`config.mk`:
```
export PLATFORM = sky130hd
export DESIGN_NAME = shiftreg_bringup_param_flat
export DESIGN_NICKNAME = d
export VERILOG_FILES = /design/src/rtl/shiftreg_bringup_param_if.sv /design/src/rtl/shiftreg_bringup_param.sv /design/src/flat_wrapper.sv
export SDC_FILE = /design/constraint.sdc
export NUM_CORES = 1
export LEC_CHECK = 0
export ABC_CLOCK_PERIOD_IN_PS = 2530
export BUFFER_PORTS_ARGS = -buffer_cell sky130_fd_sc_hd__buf_2
export CORE_MARGIN = 1.5
export CORE_UTILIZATION = 50
export DETAILED_ROUTE_END_ITERATION = 10
export PLACE_DENSITY_LB_ADDON = 0.25
export SKIP_CTS_REPAIR_TIMING = 1
export SLEW_MARGIN = 20
export SYNTH_ARGS = -nofsm -noshare
export SYNTH_HDL_FRONTEND = slang
export SYNTH_SLANG_ARGS = --single-unit
```
`constraint.sdc`:
```
create_clock -name clk -period 2.53 [get_ports clk]
set_clock_uncertainty 0.2 [all_clocks]
set_input_delay 0.3795 -clock clk [delete_from_list [all_inputs] [get_ports clk]]
set_output_delay 0.3795 -clock clk [all_outputs]
set_load 0.1 [all_outputs]
```
`src/rtl/shiftreg_bringup_param_if.sv`:
```
// Board-side bundle for the shift-register bring-up block.
//   master : board/testbench side, drives the raw switches, button and parallel_in
//   slave  : shift-register block, drives parallel_out, serial_out, shift_count, full
// When SHIFTREG_ROTATE_EN is defined, the bundle also carries the raw rotate_sw switch.
`timescale 1ns/1ps
interface shiftreg_bringup_param_if #(
  parameter int unsigned WIDTH = 8,
  parameter int unsigned CNT_W = 4
);
  logic             load_btn;
  logic             serial_sw;
  logic             shift_sw;
  logic             dir_sw;
`ifdef SHIFTREG_ROTATE_EN
  logic             rotate_sw;
`endif
  logic [WIDTH-1:0] parallel_in;
  logic [WIDTH-1:0] parallel_out;
  logic             serial_out;
  logic [CNT_W-1:0] shift_count;
  logic             full;

`ifdef SHIFTREG_ROTATE_EN
  modport master (
    output load_btn, serial_sw, shift_sw, dir_sw, rotate_sw, parallel_in,
    input  parallel_out, serial_out, shift_count, full
  );
  modport slave (
    input  load_btn, serial_sw, shift_sw, dir_sw, rotate_sw, parallel_in,
    output parallel_out, serial_out, shift_count, full
  );
`else
  modport master (
    output load_btn, serial_sw, shift_sw, dir_sw, parallel_in,
    input  parallel_out, serial_out, shift_count, full
  );
  modport slave (
    input  load_btn, serial_sw, shift_sw, dir_sw, parallel_in,
    output parallel_out, serial_out, shift_count, full
  );
`endif
endinterface

```
`src/rtl/shiftreg_bringup_param.sv`:
```
// Parametrised shift-register bring-up block. Each raw board input is conditioned by a
// two-flop synchroniser followed by a debounce counter. The conditioned edge pulses and
// levels then drive a WIDTH-bit bidirectional shift register, a saturating shift counter,
// and a full flag.
// Ports:
//   clk      : system clock, rising edge
//   reset_n  : asynchronous active-low reset
//   bus      : shiftreg_bringup_param_if.slave. Carries the raw load_btn, serial_sw,
//              shift_sw and dir_sw inputs (plus rotate_sw when enabled) and parallel_in.
//              Returns parallel_out, serial_out, shift_count and full.
// Optional feature macro: SHIFTREG_ROTATE_EN. It adds rotate_sw. While rotate_sw's
// conditioned level is high, each shift feeds serial_out back in, so the register rotates.
`timescale 1ns/1ps
module shiftreg_bringup_param #(
  parameter int unsigned WIDTH           = 8,
  parameter int unsigned DEBOUNCE_CYCLES = 3,
  parameter int unsigned CNT_W           = 4
) (
  input logic                     clk,
  input logic                     reset_n,
  shiftreg_bringup_param_if.slave bus
);

  localparam int unsigned IdxLoad  = 0;
  localparam int unsigned IdxSer   = 1;
  localparam int unsigned IdxShift = 2;
  localparam int unsigned IdxDir   = 3;
`ifdef SHIFTREG_ROTATE_EN
  localparam int unsigned IdxRot   = 4;
  localparam int unsigned NumIn    = 5;
`else
  localparam int unsigned NumIn    = 4;
`endif

  localparam int unsigned     CntDbW   = $clog2(DEBOUNCE_CYCLES) + 1;
  localparam logic [CntDbW-1:0] DbLast = CntDbW'(DEBOUNCE_CYCLES - 1);
  localparam logic [CNT_W-1:0]  CntMax = CNT_W'(WIDTH);

  logic [NumIn-1:0] w_raw;
`ifdef SHIFTREG_ROTATE_EN
  assign w_raw = {bus.rotate_sw, bus.dir_sw, bus.shift_sw, bus.serial_sw, bus.load_btn};
`else
  assign w_raw = {bus.dir_sw, bus.shift_sw, bus.serial_sw, bus.load_btn};
`endif

  // Conditioner state, one slot per raw input
  logic [NumIn-1:0]  r_sync1;
  logic [NumIn-1:0]  r_sync2;
  logic [NumIn-1:0]  r_level;
  logic [NumIn-1:0]  r_rise;
  logic [NumIn-1:0]  r_fall;
  logic [CntDbW-1:0] r_dbcnt [NumIn];

  always_ff @(posedge clk or negedge reset_n) begin
    if (!reset_n) begin
      r_sync1 <= '0;
      r_sync2 <= '0;
      r_level <= '0;
      r_rise  <= '0;
      r_fall  <= '0;
      for (int unsigned i = 0; i < NumIn; i++) begin
        r_dbcnt[i] <= '0;
      end
    end else begin
      r_sync1 <= w_raw;
      r_sync2 <= r_sync1;
      r_rise  <= '0;
      r_fall  <= '0;
      for (int unsigned i = 0; i < NumIn; i++) begin
        if (r_sync2[i] == r_level[i]) begin
          r_dbcnt[i] <= '0;
        end else if (r_dbcnt[i] == DbLast) begin
          // The level and its edge pulse update together, so both are visible in the
          // same cycle.
          r_level[i] <= r_sync2[i];
          r_dbcnt[i] <= '0;
          r_rise[i]  <= r_sync2[i];
          r_fall[i]  <= ~r_sync2[i];
        end else begin
          r_dbcnt[i] <= r_dbcnt[i] + 1'b1;
        end
      end
    end
  end

  // Shift register datapath
  logic [WIDTH-1:0] r_data;
  logic [WIDTH-1:0] w_data_d;
  logic [CNT_W-1:0] r_count;
  logic [CNT_W-1:0] w_count_d;
  logic             w_serial_out;
  logic             w_shift_in;

  assign w_serial_out = r_level[IdxDir] ? r_data[0] : r_data[WIDTH-1];

`ifdef SHIFTREG_ROTATE_EN
  assign w_shift_in = r_level[IdxRot] ? w_serial_out : r_level[IdxSer];
`else
  assign w_shift_in = r_level[IdxSer];
`endif

  always_comb begin
    w_data_d  = r_data;
    w_count_d = r_count;
    if (r_fall[IdxLoad]) begin
      // A load takes priority over a shift in the same cycle.
      w_data_d  = bus.parallel_in;
      w_count_d = '0;
    end else if (r_rise[IdxShift]) begin
      if (r_level[IdxDir]) begin
        w_data_d = {w_shift_in, r_data[WIDTH-1:1]};
      end else begin
        w_data_d = {r_data[WIDTH-2:0], w_shift_in};
      end
      // The count saturates, but shifting continues past that point.
      if (r_count != CntMax) begin
        w_count_d = r_count + 1'b1;
      end
    end
  end

  always_ff @(posedge clk or negedge reset_n) begin
    if (!reset_n) begin
      r_data  <= '0;
      r_count <= '0;
    end else begin
      r_data  <= w_data_d;
      r_count <= w_count_d;
    end
  end

  assign bus.parallel_out = r_data;
  assign bus.serial_out   = w_serial_out;
  assign bus.shift_count  = r_count;
  assign bus.full         = (r_count == CntMax);

  // The datapath only uses some of the conditioned levels and pulses.
  logic w_unused;
  assign w_unused = ^{r_level, r_rise, r_fall};

endmodule

```
`src/flat_wrapper.sv`:
```
// flat-port wrapper written by rule: the top's interface ports become plain ports
module shiftreg_bringup_param_flat 
#(
  parameter int unsigned WIDTH           = 8,
  parameter int unsigned DEBOUNCE_CYCLES = 3,
  parameter int unsigned CNT_W           = 4
)
  (clk, reset_n, bus_load_btn, bus_serial_sw, bus_shift_sw, bus_dir_sw, bus_parallel_in, bus_parallel_out, bus_serial_out, bus_shift_count, bus_full);
  shiftreg_bringup_param_if #(.WIDTH(WIDTH), .CNT_W(CNT_W)) bus_i ();
  input logic clk;
  input logic reset_n;
  input wire logic [$bits(bus_i.load_btn)-1:0] bus_load_btn;
  input wire logic [$bits(bus_i.serial_sw)-1:0] bus_serial_sw;
  input wire logic [$bits(bus_i.shift_sw)-1:0] bus_shift_sw;
  input wire logic [$bits(bus_i.dir_sw)-1:0] bus_dir_sw;
  input wire logic [$bits(bus_i.parallel_in)-1:0] bus_parallel_in;
  output wire logic [$bits(bus_i.parallel_out)-1:0] bus_parallel_out;
  output wire logic [$bits(bus_i.serial_out)-1:0] bus_serial_out;
  output wire logic [$bits(bus_i.shift_count)-1:0] bus_shift_count;
  output wire logic [$bits(bus_i.full)-1:0] bus_full;
  assign bus_i.load_btn = bus_load_btn;
  assign bus_i.serial_sw = bus_serial_sw;
  assign bus_i.shift_sw = bus_shift_sw;
  assign bus_i.dir_sw = bus_dir_sw;
  assign bus_i.parallel_in = bus_parallel_in;
  assign bus_parallel_out = bus_i.parallel_out;
  assign bus_serial_out = bus_i.serial_out;
  assign bus_shift_count = bus_i.shift_count;
  assign bus_full = bus_i.full;
  shiftreg_bringup_param #(.WIDTH(WIDTH), .DEBOUNCE_CYCLES(DEBOUNCE_CYCLES), .CNT_W(CNT_W)) u_core (.clk(clk), .reset_n(reset_n), .bus(bus_i));
endmodule
```
---- After elaboration in Yosys (flattened, before gate mapping) ----
Index checks and enable logic that the tools add are counted.
storage, ports and cells
  register bits ........................... 40
  input bits .............................. 14
  output and inout port bits .............. 14
  word-level logic and storage cells ...... 64
operators by class
  add/sub/neg operators ................... 5
  eq/ne operators ......................... 10
  multiplexer cells ....................... 23
  bitwise operators ....................... 5
  reduce and logical (&&, ||, !) cells .... 7
operator list
  operator                                                                number
  3-bit 2-to-1 mux                                                        8
  8-bit 2-to-1 mux                                                        3
  3-bit by 1-bit adder with 3-bit output (second input constant)          4
  3-bit by 2-bit equality test with 1-bit output (second input constant)  4
  4-bit 2-to-1 mux                                                        3
  2-bit AND reduction                                                     5
  1-bit 2-to-1 mux                                                        9
  1-bit NOT                                                               5
  4-bit by 1-bit adder with 4-bit output (second input constant)          1
  1-bit equality test                                                     4
  4-bit equality test (second input constant)                             1
  4-bit inequality test (second input constant)                           1
  2-bit nonzero test                                                      2

---- Longest topological paths before layout ----
Gate-level depths: netlist of the first run.
  depth in word-level cells ............... 4
  depth in mapped cells ................... 5
  depth with buffers taken out ............ 5

---- Least setup slack after synthesis of the first run ----
OpenSTA, ideal clock, no wires.
  kind .................................... reg-to-output
  start ................................... register u_core.r_count[0] (netlist: u_core.bus.shift_count[0])
  end ..................................... output port bus_full
  arrival time ............................ 2.463 ns
  path slack .............................. -0.513 ns
  cell stages (with the launch flop) ...... 5
  path buffers ............................ 0
  cell sequence ........................... dfrtp_1 > inv_1 > ha_1 > nand2_1 > nor2_1
between the ends
  word-level cells in the longest chain between the ends .. 1
RTL lines
  item                    line                           source
  from (decl)             shiftreg_bringup_param.sv:89   logic [CNT_W-1:0] r_count;
  from (signal assigned)  shiftreg_bringup_param.sv:128  r_count <= w_count_d;
  4-bit equality test     shiftreg_bringup_param.sv:135  assign bus.full = (r_count == CntMax);
  to (decl)               flat_wrapper.sv:20             output wire logic [$bits(bus_i.full)-1:0] bus_full;
No other way between the ends.

---- Final worst setup path of the first run ----
  start ................................... register u_core.r_level[3]
  end ..................................... output port bus_serial_out
between the ends
  word-level cells in the longest chain between the ends .. 1
RTL lines
  item                               line                          source
  from (decl)                        shiftreg_bringup_param.sv:49  logic [NumIn-1:0] r_level;
  from (signal, indexed assignment)  shiftreg_bringup_param.sv:75  r_level[i] <= r_sync2[i];
  1-bit 2-to-1 mux                   shiftreg_bringup_param.sv:94  assign w_serial_out = r_level[IdxDir] ? r_data[0] : r_data[WIDTH-1];
  to (decl)                          flat_wrapper.sv:18            output wire logic [$bits(bus_i.serial_out)-1:0] bus_serial_out;
No other way between the ends.

==> results of run 1 <==
## state kept, by name (all words and copies together) (netlist names)
| name | count |
|---|---|
| u_core.r_fall | 1 |
| u_core.r_rise | 1 |
| u_core.bus.parallel_out | 8 |
| u_core.bus.shift_count | 4 |
| u_core.r_dbcnt | 12 |
| u_core.r_sync2 | 4 |
| u_core.r_level | 4 |
| u_core.r_sync1 | 4 |
## layout make-up
cell class / count / share of cell area (%)
inverter: 2 / 0.3901
tap: 44 / 2.861
sequential: 38 / 49.41
timing repair buffer: 32 / 9.623
clock buffer: 7 / 2.341
multi-input combinational: 97 / 35.37
## kinds of logic after synthesis
logic type / count (synthesis)
buffers and inverters: 7
adder cells (fa/ha/maj): 2
flip-flops: 38
XOR/XNOR: 9
multiplexers: 17
AND/OR/NAND/NOR: 49
AO/OA/AOI/OAI: 20
## synth_stat cells, drive strengths merged
| master | count | area share, % |
|---|---|---|
| mux2 | 8 | 5.4 |
| nand2b | 5 | 1.9 |
| a21oi | 3 | 0.90 |
| nor2 | 19 | 4.3 |
| a21o | 8 | 3.6 |
| or3b | 1 | 0.52 |
| nor3 | 3 | 0.90 |
| o21a | 1 | 0.45 |
| mux2i | 9 | 5.4 |
| xor2 | 5 | 2.6 |
| inv | 2 | 0.45 |
| nand2 | 9 | 2.0 |
| nand3b | 2 | 0.90 |
| nor4b | 1 | 0.52 |
| nor2b | 4 | 1.5 |
| clkbuf | 2 | 0.45 |
| xnor2 | 4 | 2.1 |
| nand4 | 1 | 0.38 |
| ha | 2 | 1.5 |
| nor3b | 3 | 1.3 |
| dfrtp | 38 | 57 |
| buf | 3 | 1.8 |
| and3b | 1 | 0.52 |
| a211oi | 8 | 3.6 |
## path summary, 6_finish.rpt
path | start | end | slack [ns] | cells past startpoint
max in group asynchronous | reset_n | u_core.r_level[0]$_DFFE_PN0P_ | 1.14 | 2
min | bus_parallel_in[4] | u_core.bus.parallel_out[4]$_DFFE_PN0P_ | 0.04 | 2
min reg2reg | u_core.r_sync1[2]$_DFF_PN0_ | u_core.r_sync2[2]$_DFF_PN0_ | 0.16 | 0
max reg2reg | u_core.bus.shift_count[0]$_DFFE_PN0P_ | u_core.bus.shift_count[0]$_DFFE_PN0P_ | 0.88 | 5
min in group asynchronous | reset_n | u_core.bus.parallel_out[1]$_DFFE_PN0P_ | 0.47 | 2
max | u_core.r_level[3]$_DFFE_PN0P_ | bus_serial_out | 0.28 | 2
## routing by layer
metal	share of wire, %	up-vias	wire length (um)
met1	43	554	1227
met3	4.3	2	122
met5	0	-	0
met4	0.85	0	24
li1	-	549	-
met2	51	24	1450
## placed cells by master, fill, tap and decap left out
master and instances:
sky130_fd_sc_hd__nand3b_1 2, sky130_fd_sc_hd__inv_1 2, sky130_fd_sc_hd__nor3_1 3, sky130_fd_sc_hd__clkbuf_4 5
sky130_fd_sc_hd__dfrtp_1 38, sky130_fd_sc_hd__nor2b_1 4, sky130_fd_sc_hd__a21oi_1 3, sky130_fd_sc_hd__nand2b_1 5
sky130_fd_sc_hd__dlygate4sd3_1 5, sky130_fd_sc_hd__buf_2 27, sky130_fd_sc_hd__nand4_1 1, sky130_fd_sc_hd__nor3b_1 3
sky130_fd_sc_hd__clkbuf_1 2, sky130_fd_sc_hd__mux2_2 8, sky130_fd_sc_hd__nor2_4 1, sky130_fd_sc_hd__nor2_1 18
sky130_fd_sc_hd__and3b_1 1, sky130_fd_sc_hd__nand2_1 9, sky130_fd_sc_hd__a21o_1 8, sky130_fd_sc_hd__a211oi_1 8
sky130_fd_sc_hd__o21a_1 1, sky130_fd_sc_hd__nor4b_1 1, sky130_fd_sc_hd__or3b_1 1, sky130_fd_sc_hd__xnor2_1 4
sky130_fd_sc_hd__xor2_1 5, sky130_fd_sc_hd__mux2i_1 9, sky130_fd_sc_hd__ha_1 2
## worst reg2reg max path, cell delays in order (launching register included)
cell and delay [ns]:
sky130_fd_sc_hd__dfrtp_1 0.42, sky130_fd_sc_hd__inv_1 0.08, sky130_fd_sc_hd__ha_1 0.20, sky130_fd_sc_hd__nand2_1 0.14, sky130_fd_sc_hd__o21a_1 0.18, sky130_fd_sc_hd__mux2_2 0.34
## metrics by stage
stage,hold slack (ns),worst slack [ns]
floorplan,-0.1161,0.2265
global placement,0.1319,0.6585
CTS,-0.06941,0.2525
detailed placement,0.1364,0.6436
global route,0.01807,0.1672
finish,0.04385,0.2758
==> metrics list, run 1 <==
* Total core area: 3103 um2
* Longest individual stage delay on the worst path: 0.67 ns
- Headroom to the max-slew limit came out at 46.00%.
- After technology mapping, the gate count stands at 142.
- Min Tclk post-route: 2.254 ns
- Clock-pin slew was measured on the worst setup and hold paths at ~0.11 ns.
* Highest fanout seen on the critical path: 11
* Number of setup violations in the final report: 0
- The floorplan step set the die height to 60.78 um.
- After detailed placement, the design holds a cell count of 208.
- Number of maximum-capacitance violations: 0
* Synthesis Warnings: 0
- Vias per inst: 5.132
- CTS buffer count: 5
- After Yosys synthesis, XOR and XNOR cells account for 4.723% of the synthesized area.
- For this run, design rule violations remaining after detail routing come to 0.
- Multi-input logic area: roughly 680 um2
- Detailed-placement wirelength estimate: 2021 um
* F_max: 443.6 MHz
* Global-route wire length before repair: 4464 um
- For this run the aggregate overflow at the end of global routing stands at 0.
* Fraction of synthesized area in multiplexers: a little over a tenth
- CTS saw 38 sinks.
- Traced cell by cell, the critical path runs through mux2_2 -> buf_2.
- Number of global-route vias before repair: 1071
* Flip-flop and latch count after synthesis: 38
* Outcome: finished, final reports clean
- Clock network latency to the later pin of the worst-skew pair: around 0.33 ns
* Non-filler instance count after layout: 220
- Share of synthesized cell area in and, or, nand and nor gates: 14.77%
* Worst Path Required: 1.95 ns
- Global routing consumed, on the met3 layer, about 6.0% of the routing resources.
* Number of antenna violations at the first check in global routing: 0
- Share of the yosys chip area belonging to registers: 56.97%
- Antenna-violating nets left: 0
* Floorplan die width: 60.78 um
- Final worst path period share: about 89%
- GR met1 Demand/Resource: a little under a fifth
- TritonCTS built the clock tree.
- Once layout is complete, the utilization of the core stands at 62.02%.
* Bufs and invs on worst path: 1
- Count of standard-cell rows: 20
- In the final routed layout, each cell accounts on average for between 10 and 15 um.
- The slowest stage of the critical path belongs to the cell sky130_fd_sc_hd__dfrtp_1.
* CP Data Arrival Time: 1.67 ns
* Total routed wirelength: between 2000 and 3000 um
* Unrepaired setup endpoints after global routing: false
- Of the cells placed in the final design, the portion with a size suffix greater than 1 is between 20% and 30%.
* Total of fill cells in the finished design: 282
- IO Port Bufs: 27
- For the pin with the worst max-slew slack, the measured transition is 0.8100 ns.
- The synthesized netlist devotes 8.546% of its cell area to compound gates.
- The count of final max-slew check failures was 0.
- Dominant combinational cell family by area after synthesis: simple AND/OR/NAND/NOR gates
* Total die area: between 3000 and 4000 um2
- The worst setup path is of the reg -> out kind.
- The worst hold path belongs to the class in -> reg.
* Setup crit start kind: flip-flop
- Critical Path Sink Type: primary output
- Total global routing track utilization: 16.97%
- The number of nets in the synthesized netlist is 158.
- The H-tree generated during clock tree synthesis spans 2 levels.
- For this block, the via count after detailed routing is 1129.
- Final number of hold-violating endpoints: 0
- Syn-to-layout area delta: 15.29%
- Design area: 1924 um2
- During I/O placement, the number of pins put on the boundary was 28.
* Routability congestion estimate from global placement: about 0.76
* Final-layout setup total negative slack: 0 ns
- The mapped netlist covers 1669 um2.
- Share of synthesized cell area in full adder, half adder and majority cells: 1.499%
- Synthesis instantiated 25 different standard cells from the library.
* Grt peak-use layer: met2
- The first detailed-routing pass ran for 3 iterations.
- After the last flow step, the layout net total stands at 192.
- Initial drt markers: 21
- Global routing met2 resource utilization: 28.88%
- 0 antenna diodes ended up in the layout.
- Pin count of the biggest net entering global routing: 39
- Area after detailed placement: 1829 um2
- Each instance of the synthesized netlist takes up on average about 12 um2.
* Combined flip-flop and latch cell area: 950.9 um2
* Bufs on Longest Clock Path: 2
- Grouping stages by cell kind, the critical path spends the most delay in flip-flops.
* Buffer cell driving the clock tree root: sky130_fd_sc_hd__clkbuf_4
* Initial Util: a little over half
Power of run 1 is left out: the tool's default activity adds up to more than one toggle a clock period on the data nets, which glitch-free logic cannot reach.
==> run 2, diff against run 1 <==
--- a/config.mk
+++ b/config.mk
@@ -5,6 +5,7 @@
 export SDC_FILE = /design/constraint.sdc
 export NUM_CORES = 1
 export LEC_CHECK = 0
+export ABC_AREA = 1
 export ABC_CLOCK_PERIOD_IN_PS = 2530
 export BUFFER_PORTS_ARGS = -buffer_cell sky130_fd_sc_hd__buf_2
 export CORE_MARGIN = 1.5
@@ -12,7 +13,6 @@
 export DETAILED_ROUTE_END_ITERATION = 10
 export PLACE_DENSITY_LB_ADDON = 0.25
 export SKIP_CTS_REPAIR_TIMING = 1
-export SLEW_MARGIN = 20
 export SYNTH_ARGS = -nofsm -noshare
 export SYNTH_HDL_FRONTEND = slang
 export SYNTH_SLANG_ARGS = --single-unit
==> constraint.sdc (replaced) <==
create_clock -name clk -period 2.53 [get_ports clk]
set_clock_uncertainty 0.2 [all_clocks]
set_input_delay 0.1265 -clock clk [delete_from_list [all_inputs] [get_ports clk]]
set_output_delay 0.1265 -clock clk [all_outputs]
set_load 0.1 [all_outputs]
==> run 2 against run 1 <==
Net effect:
- register-to-register slack better by 0.28 ns
- count of clock-buffer cells in the layout shrank 2
- critical path depth rose by 3
- flip-flop and latch count unchanged
- area after synthesis fell by 1.3%
- global-route usage grew 1.9 points
- final area rose by 5.6%
- die area shrank 1.2%
==> metrics list, run 2 <==
- The number of global-route vias before repair came to 1226 (+14%).
- The weighted congestion reported at the end of routability-driven placement is 0.8491 (+11%).
* Dominant combinational cell family by area after synthesis: simple AND/OR/NAND/NOR gates
- The worst hold path begins at u_core.r_sync1[3]$_DFF_PN0_.
* Cell with the largest stage delay on the worst path: sky130_fd_sc_hd__dfrtp_1
- Vias per inst: 5.011 (-2.4%)
* CTS tree: built
- Number of maximum-capacitance violations: 0 (unchanged)
- The most numerous cell type found on the critical path is sky130_fd_sc_hd__inv_1.
- Register with the highest flop count: u_core.r_dbcnt
* Most frequent cells in the layout: sky130_fd_sc_hd__nand2_1 (48), sky130_fd_sc_hd__dfrtp_1 (38), sky130_fd_sc_hd__buf_2 (27)
- The worst register-to-register path ends at u_core.bus.shift_count[1]$_DFFE_PN0P_.
* Pin count of the biggest net entering global routing: 39 (unchanged)
- By count the netlist is led by sky130_fd_sc_hd__nand2_1 (48), sky130_fd_sc_hd__dfrtp_1 (38), sky130_fd_sc_hd__inv_1 (23), sky130_fd_sc_hd__o21ai_0 (18), sky130_fd_sc_hd__nand3_1 (11).
* Endpoint of the worst hold-timing path: u_core.r_sync2[3]$_DFF_PN0_
- Distinct cell type count after synthesis: 17 (-32%)
- Top-count cell post-synth: sky130_fd_sc_hd__nand2_1
- Count of standard-cell rows: 20 (unchanged)
* Multi-input logic area: 580.6 um2 (-15%)
- Fraction of synthesized cell area taken by the top area cell type: 57.71% (+0.74 points)
- Critical Path Sink Type: primary output
- The mean cell area of the mapped netlist is 8.907 um2 (-24%).
* Synthesis Warnings: 0 (unchanged)
- Post-Syn Area: 1648 um2 (-1.3%)
- Setup repair after global routing left no endpoint under its margin.
* Instance count along the most critical hold path: 0 (-2)
- The remaining antenna violation count after routing was 0 (unchanged).
- Bufs on Longest Clock Path: 2 (unchanged)
- Initial drt markers: 87 (+310%)
* Total global routing track utilization: 18.89% (+1.9 points)
- Number of diodes added for antenna fixing: 0 (unchanged)
- The initial core utilization came to 53.10% (-0.69 points).
- Share of cells above drive strength 1: 17.75% (-5.5 points)
* Number of antenna violations at the first check in global routing: 0 (unchanged)
- The routed wirelength normalized by instance count is 11.48 um (-11%).
- The post-synth net total was 201 (+27%).
- Global-route wire length before repair: 5057 um (+13%)
- IO Port Bufs: 27 (unchanged)
- From synthesis to final layout, the design area changed by 23.31%.
* Total I/O pin count: 28 (unchanged)
- The critical path required time is 2.20 ns (+0.25 ns).
- The transition at the pin with the smallest max-transition slack is 0.8210 ns (+0.01101 ns).
- The total die area was 3649 um2 (-1.2%).
- Number of iterations in the first detailed-routing pass: 4 (+1)
* Total of fill cells in the finished design: 280 (-0.71%)
- Final number of hold-violating endpoints: 0 (unchanged)
* Detailed-placement wirelength estimate: 2155 um (+6.6%)
* Combined flip-flop and latch cell area: 950.9 um2 (unchanged)
- The worst setup path is of the reg -> out kind.
* Flip-flop and latch count after synthesis: 38 (unchanged)
- Share of synthesized cell area in full adder, half adder and majority cells: 1.519% (+0.019 points)
* Design area: 2032 um2 (+5.6%)
- The clock period minus final worst setup slack came to 2.020 ns (-0.2343 ns).
- The arrival time of the worst setup path came to 1.69 ns (+0.02 ns).
* Cells along the critical path: inv_1 -> ha_1 -> nand3_1 -> inv_1 -> buf_2
- Final count of pins violating max slew: 0 (unchanged)
* Synthesized instance count: 185 (+30%)
- Xor and xnor fraction of the mapped netlist area: 2.126% (-2.6 points)
- The width of the chip was 60.41 um (-0.61%).
- The tightest min-delay check is of the reg -> reg type.
* Total routed wirelength: 3158 um (+12%)
- The number of buffers created by CTS was 5 (unchanged).
* DR vias: 1378 (+22%)
- The largest stage delay on the critical path came to 0.44 ns (-0.23 ns).
- Non-filler instance count after layout: 275 (+25%)
* Number of flip-flops under the largest register name: 12 (unchanged)
- Reg-to-reg critical path startpoint: u_core.bus.shift_count[0]$_DFFE_PN0P_
* Clock sink count: 38 (unchanged)
- The post-placement cell count was 254 (+22%).
- Die height: 60.41 um (-0.61%)
- Final routed DRC violation total: 0 (unchanged)
- Area after detailed placement: 1819 um2 (-0.55%)
- Buffer cell driving the clock tree root: sky130_fd_sc_hd__clkbuf_4
- Total core area: 3103 um2 (unchanged)
* Final core utilization: 65.48% (+3.5 points)
- Clock network latency to the later pin of the worst-skew pair: 0.34 ns (about the same)
* Final worst path period share: 79.84% (-9.3 points)
- The final setup violation count came to 0 (unchanged).
- The sequential share of the synthesized area came to 57.71% (+0.74 points).
- Number of synthesized flops with an enable pin: 0 (unchanged)
- Outcome: finished, final reports clean
* Ys async rst share: 100.0% (unchanged)
* Commonest non-fill, non-tap cell in the layout: sky130_fd_sc_hd__nand2_1
- Setup crit start kind: flip-flop
- Final-layout setup total negative slack: 0 ns (unchanged)
- Share of synthesized cell area in and, or, nand and nor gates: 19.89% (+5.1 points)
* Worst reg2reg path depth: 6 (+1)
- Among all flip-flop cells after synthesis, the most frequent one is sky130_fd_sc_hd__dfrtp_1.
- The register-to-register setup slack came to 1.16 ns (+0.28 ns).
* F_max: 495.1 MHz (+12%)
- Sorting the synthesized cells by area gives the leading types as sky130_fd_sc_hd__dfrtp_1 (58%), sky130_fd_sc_hd__nand2_1 (11%), sky130_fd_sc_hd__o21ai_0 (5.5%), sky130_fd_sc_hd__inv_1 (5.2%), sky130_fd_sc_hd__nand3_1 (3.3%).
* CTS H-tree depth: 2 (unchanged)
- The post-layout net count was 246 (+28%).
* Overall overflow remaining after global route: 0 (unchanged)
- The CTS clock-pin slew for the worst setup and hold paths is 0.12 ns (about the same).
- The fraction of synthesized area in multiplexers was 0% (-11 points).
* Highest fanout seen on the critical path: 5 (-6)
- The compound-cell area share of the yosys netlist came to 11.47% (+2.9 points).
- Leading area contributor after synthesis: sky130_fd_sc_hd__dfrtp_1
- Max-Slew Margin vs Limit: 45.27% (-0.73 points)
## run 2: final cells by class
cell class | count | share of cell area [%]
sequential | 38 | 46.80
multi-input combinational | 119 | 28.57
timing repair buffer | 40 | 13.05
inverter | 26 | 4.803
clock buffer | 5 | 1.847
tap | 44 | 2.709
clock inverter | 3 | 2.217
## run 2: how the worst max path moves through the flow
stage	start	to	slack [ns]	cells past startpoint
after detailed placement	u_core.bus.shift_count[0]$_DFFE_PN0P_	bus_full	0.90	5
after CTS	u_core.bus.shift_count[0]$_DFFE_PN0P_	bus_full	0.50	5
after global routing	u_core.bus.shift_count[0]$_DFFE_PN0P_	bus_full	0.43	5
after global placement	u_core.bus.shift_count[0]$_DFFE_PN0P_	bus_full	0.97	5
final	u_core.bus.shift_count[0]$_DFFE_PN0P_	bus_full	0.51	5
after floorplan	u_core.bus.parallel_out[7]$_DFFE_PN0P_	bus_serial_out	0.28	2
## run 2: cells by family after synthesis
| family | count (synthesis) |
|---|---|
| AND/OR/NAND/NOR | 79 |
| flip-flops | 38 |
| AO/OA/AOI/OAI | 34 |
| buffers and inverters | 28 |
| XOR/XNOR | 4 |
| adder cells (fa/ha/maj) | 2 |
## run 2: metal layers
| layer | global-route usage (%) | wire length (um) |
|---|---|---|
| met5 | 0 | 0 |
| met4 | 6.349 | 13 |
| met3 | 6.397 | 163 |
| met2 | 32.45 | 1613 |
| met1 | 22.30 | 1367 |
## run 2: worst max-delay path, delay by kind of cell (launching register included)
family / cells / cell delay, ns
buffers and inverters: 3 / 0.61
DFF: 1 / 0.44
and+or+nand+nor: 1 / 0.14
adders and majority gates: 1 / 0.16
## run 2: per-stage QoR
stage | worst slack (ns) | hold slack, ns
after CTS | 0.5036 | -0.3345
after detailed placement | 0.9014 | 0.03584
after floorplan | 0.2826 | -0.3691
after global placement | 0.9707 | 0.03691
final | 0.5100 | 0.1607
after global routing | 0.4268 | 0.1685
Power of run 2 is left out for the same reason.
==> run 3, diff against run 2 <==
--- a/config.mk
+++ b/config.mk
@@ -6,7 +6,7 @@
 export NUM_CORES = 1
 export LEC_CHECK = 0
 export ABC_AREA = 1
-export ABC_CLOCK_PERIOD_IN_PS = 2530
+export ABC_CLOCK_PERIOD_IN_PS = 1900
 export BUFFER_PORTS_ARGS = -buffer_cell sky130_fd_sc_hd__buf_2
 export CORE_MARGIN = 1.5
 export CORE_UTILIZATION = 50
==> constraint.sdc (replaced) <==
create_clock -name clk -period 1.9 [get_ports clk]
set_clock_uncertainty 0.2 [all_clocks]
set_input_delay 0.095 -clock clk [delete_from_list [all_inputs] [get_ports clk]]
set_output_delay 0.095 -clock clk [all_outputs]
set_load 0.1 [all_outputs]
==> run 3 against run 2 <==
Net effect:
- first-iteration DRC count shrank 8.0%
- register-to-register slack lost 0.70 ns
- cell count grew 1.8%
- utilization grew 3.0 points
- global-route usage grew 1.1 points
- worst setup slack lost 0.42 ns
- via count shrank 0.73%
- highest routed layer unchanged
- routed wire length grew 7.8%
- final area grew 4.6%
- non-clock buffer count grew 5
==> metrics list, run 3 (synthesis results as in run 2) <==
- Final routed DRC violation total: 0 (unchanged)
- The highest layer touched by signal routing is met4.
- For this design the ratio of total power to cell area is between 1500 and 2000 nW/um2.
- The length of routed wiring on met1 is 1444 um (+5.6%).
- The clock network latency to the later pin of the worst-skew pair came to 0.35 ns (about the same).
* Floorplan die width: 60.41 um (unchanged)
- The die extent in y is 60.41 um (unchanged).
- Final number of hold-violating endpoints: 0 (unchanged)
- Global-route wire length before repair: 5147 um (+1.8%)
- In this run the static leakage power is 0.001042 uW.
- Total power: ~3800 uW
- The initial core utilization is 53.10% (unchanged).
* Worst setup slack after placement: 0.3964 ns (-0.5051 ns)
* Clock sink count: 38 (unchanged)
* CTS H-tree depth: 2 (unchanged)
- The pin count of the biggest net entering global routing is 15 (-62%).
- CTS tree: built
- The total of max-cap violations was 0 (unchanged).
- After layout, the minimum clock period comes to 1.805 ns.
- Final-layout setup total negative slack: 0 ns (unchanged)
- Total I/O pin count: 28 (unchanged)
* Crit Path Category: reg -> out
- Commonest non-fill, non-tap cell in the layout: sky130_fd_sc_hd__nand2_1
- The CTS clock-pin slew for the worst setup and hold paths came to 0.12 ns (about the same).
* Worst Path Required: 1.60 ns (-0.60 ns)
- The number of global-route vias before repair is 1240 (+1.1%).
- The fraction of final layout cells sized beyond drive strength 1 is 22.03% (+4.3 points).
- Detailed-route wire length per cell: 12.16 um (+5.9%)
* Number of iterations in the first detailed-routing pass: 4 (unchanged)
* Detailed-placement wirelength estimate: 2328 um (+8.0%)
- The post-layout net count is 251 (+2.0%).
- Critical Path Sink Type: primary output
- Initial drt markers: 80 (-8.0%)
- CTS buffer count: 5 (unchanged)
- Maximum vdd drop: 0.7417 mV
* Post-layout worst setup margin: 0.09500 ns (-0.4150 ns)
- The final setup violation count is 0 (unchanged).
- Total core area: 3103 um2 (unchanged)
- The maximum buffer depth of the clock tree is 2 (unchanged).
- The run finished with clean final reports.
- The area growth from synthesis to layout is 28.93%.
* Number of diodes added for antenna fixing: 0 (unchanged)
* Count of standard-cell rows: 20 (unchanged)
- The number of flip-flops in the largest register came to 12 (unchanged).
* Unrepaired setup endpoints after global routing: false
* Register-to-Register Setup Slack: 0.46 ns (-0.70 ns)
- The count of buffers from port buffering is 27 (unchanged).
- Buffer cell driving the clock tree root: sky130_fd_sc_hd__clkbuf_4
- The arrival time of the worst setup path came to 1.51 ns (-0.18 ns).
- Routability congestion estimate from global placement: 0.8178 (-3.7%)
* Routed length on met2: 1743 um (+8.1%)
* Most frequent cells in the layout: sky130_fd_sc_hd__nand2_1 (48), sky130_fd_sc_hd__dfrtp_1 (33), sky130_fd_sc_hd__buf_2 (26)
- DR vias: 1368 (-0.73%)
- The remaining global-route overflow is 0 (unchanged).
- Register with the highest flop count: u_core.r_dbcnt
- The remaining antenna violation count after routing came to 0 (unchanged).
- The total die area was 3649 um2 (unchanged).
- STA classifies the critical path startpoint as a flip-flop.
* Final count of pins violating max slew: 0 (unchanged)
* Total instance count after detailed placement: 257 (+1.2%)
- Number of antenna violations at the first check in global routing: 0 (unchanged)
- Vias per inst: 4.886 (-2.5%)
- The met3 routed wirelength is 147 um (-9.8%).
- The overall fraction of global-route tracks in use was 19.96% (+1.1 points).
- The largest fanout of any net on the critical path was 4 (-1).
- The worst relative slew slack is 67.59% (+22 points).
- Final worst path period share: around 95%
- Worst hold-check path type: in -> async
- Worst-Margin Slew: 0.4895 ns (-0.3315 ns)
* Non-filler instance count after layout: 280 (+1.8%)
- Total routed wirelength: 3404 um (+7.8%)
- For this run, the top clock speed supported by timing is 554.0 MHz.
-- run 3: cell count changes in the layout (fill, tap and decap cells not counted), sizes merged --
cell | before | now
inv | 26 | 25
buf | 27 | 31
dlygate4sd3 | 13 | 14
clkbuf | 5 | 7
clkinvlp | 2 | 1
-- run 3: path summary, 6_finish.rpt --
path,from,endpoint,cells past startpoint
min in group clk,u_core.r_sync1[3]$_DFF_PN0_,u_core.r_sync2[3]$_DFF_PN0_,0
max in group asynchronous,reset_n,u_core.bus.parallel_out[4]$_DFFE_PN0P_,3
worst min-delay path,reset_n,u_core.r_sync1[1]$_DFF_PN0_,3
worst max-delay path,u_core.bus.shift_count[0]$_DFFE_PN0P_,bus_full,5
worst min register to register,u_core.r_sync1[3]$_DFF_PN0_,u_core.r_sync2[3]$_DFF_PN0_,0
worst max register to register,u_core.bus.shift_count[0]$_DFFE_PN0P_,u_core.bus.shift_count[0]$_DFFE_PN0P_,6
-- run 3: where the power goes --
group / leakage, uW / total [uW] / switching (uW) / internal [uW]
sequential: 0.000470 / 1320 / 240 / 1080
clock: 0.0000455 / 570 / 256 / 314
combinational: 0.000526 / 1920 / 1490 / 438
total: 0.00104 / 3810 / 1980 / 1830
-- run 3: cell type report --
class | instances | area [um2]
inverter | 26 | 101.3
clock inverter | 1 | 30.03
tap | 44 | 55.05
timing repair buffer | 45 | 320.3
fill | 267 | 978.4
clock buffer | 7 | 55.05
multi-input combinational | 119 | 603.1
sequential | 38 | 959.7
-- run 3: worst max-delay path, cell delays in order, from the launching register on --
cell and delay [ns]:
sky130_fd_sc_hd__dfrtp_4 0.51, sky130_fd_sc_hd__inv_1 0.09, sky130_fd_sc_hd__ha_2 0.21, sky130_fd_sc_hd__nand3_4 0.10
sky130_fd_sc_hd__clkinvlp_4 0.09, sky130_fd_sc_hd__buf_12 0.16
-- run 3: per-layer routing --
layer	track usage (%)	up-vias
li1	-	689
met5	0	-
met4	10.48	0
met2	34.32	32
met3	7.249	5
met1	21.51	642
-- run 3: stage by stage --
step                utilization, %  area (um2)  hold WS, ns
floorplan                        -        1672      -0.4006
detailed placement           60.48        1877      -0.2135
CTS                          63.23        1962      -0.6071
finish                       68.47        2125      0.04153
global placement             60.48        1877      -0.2205
global route                 68.47        2125      0.05202
Power figures use the tool's default switching activity.
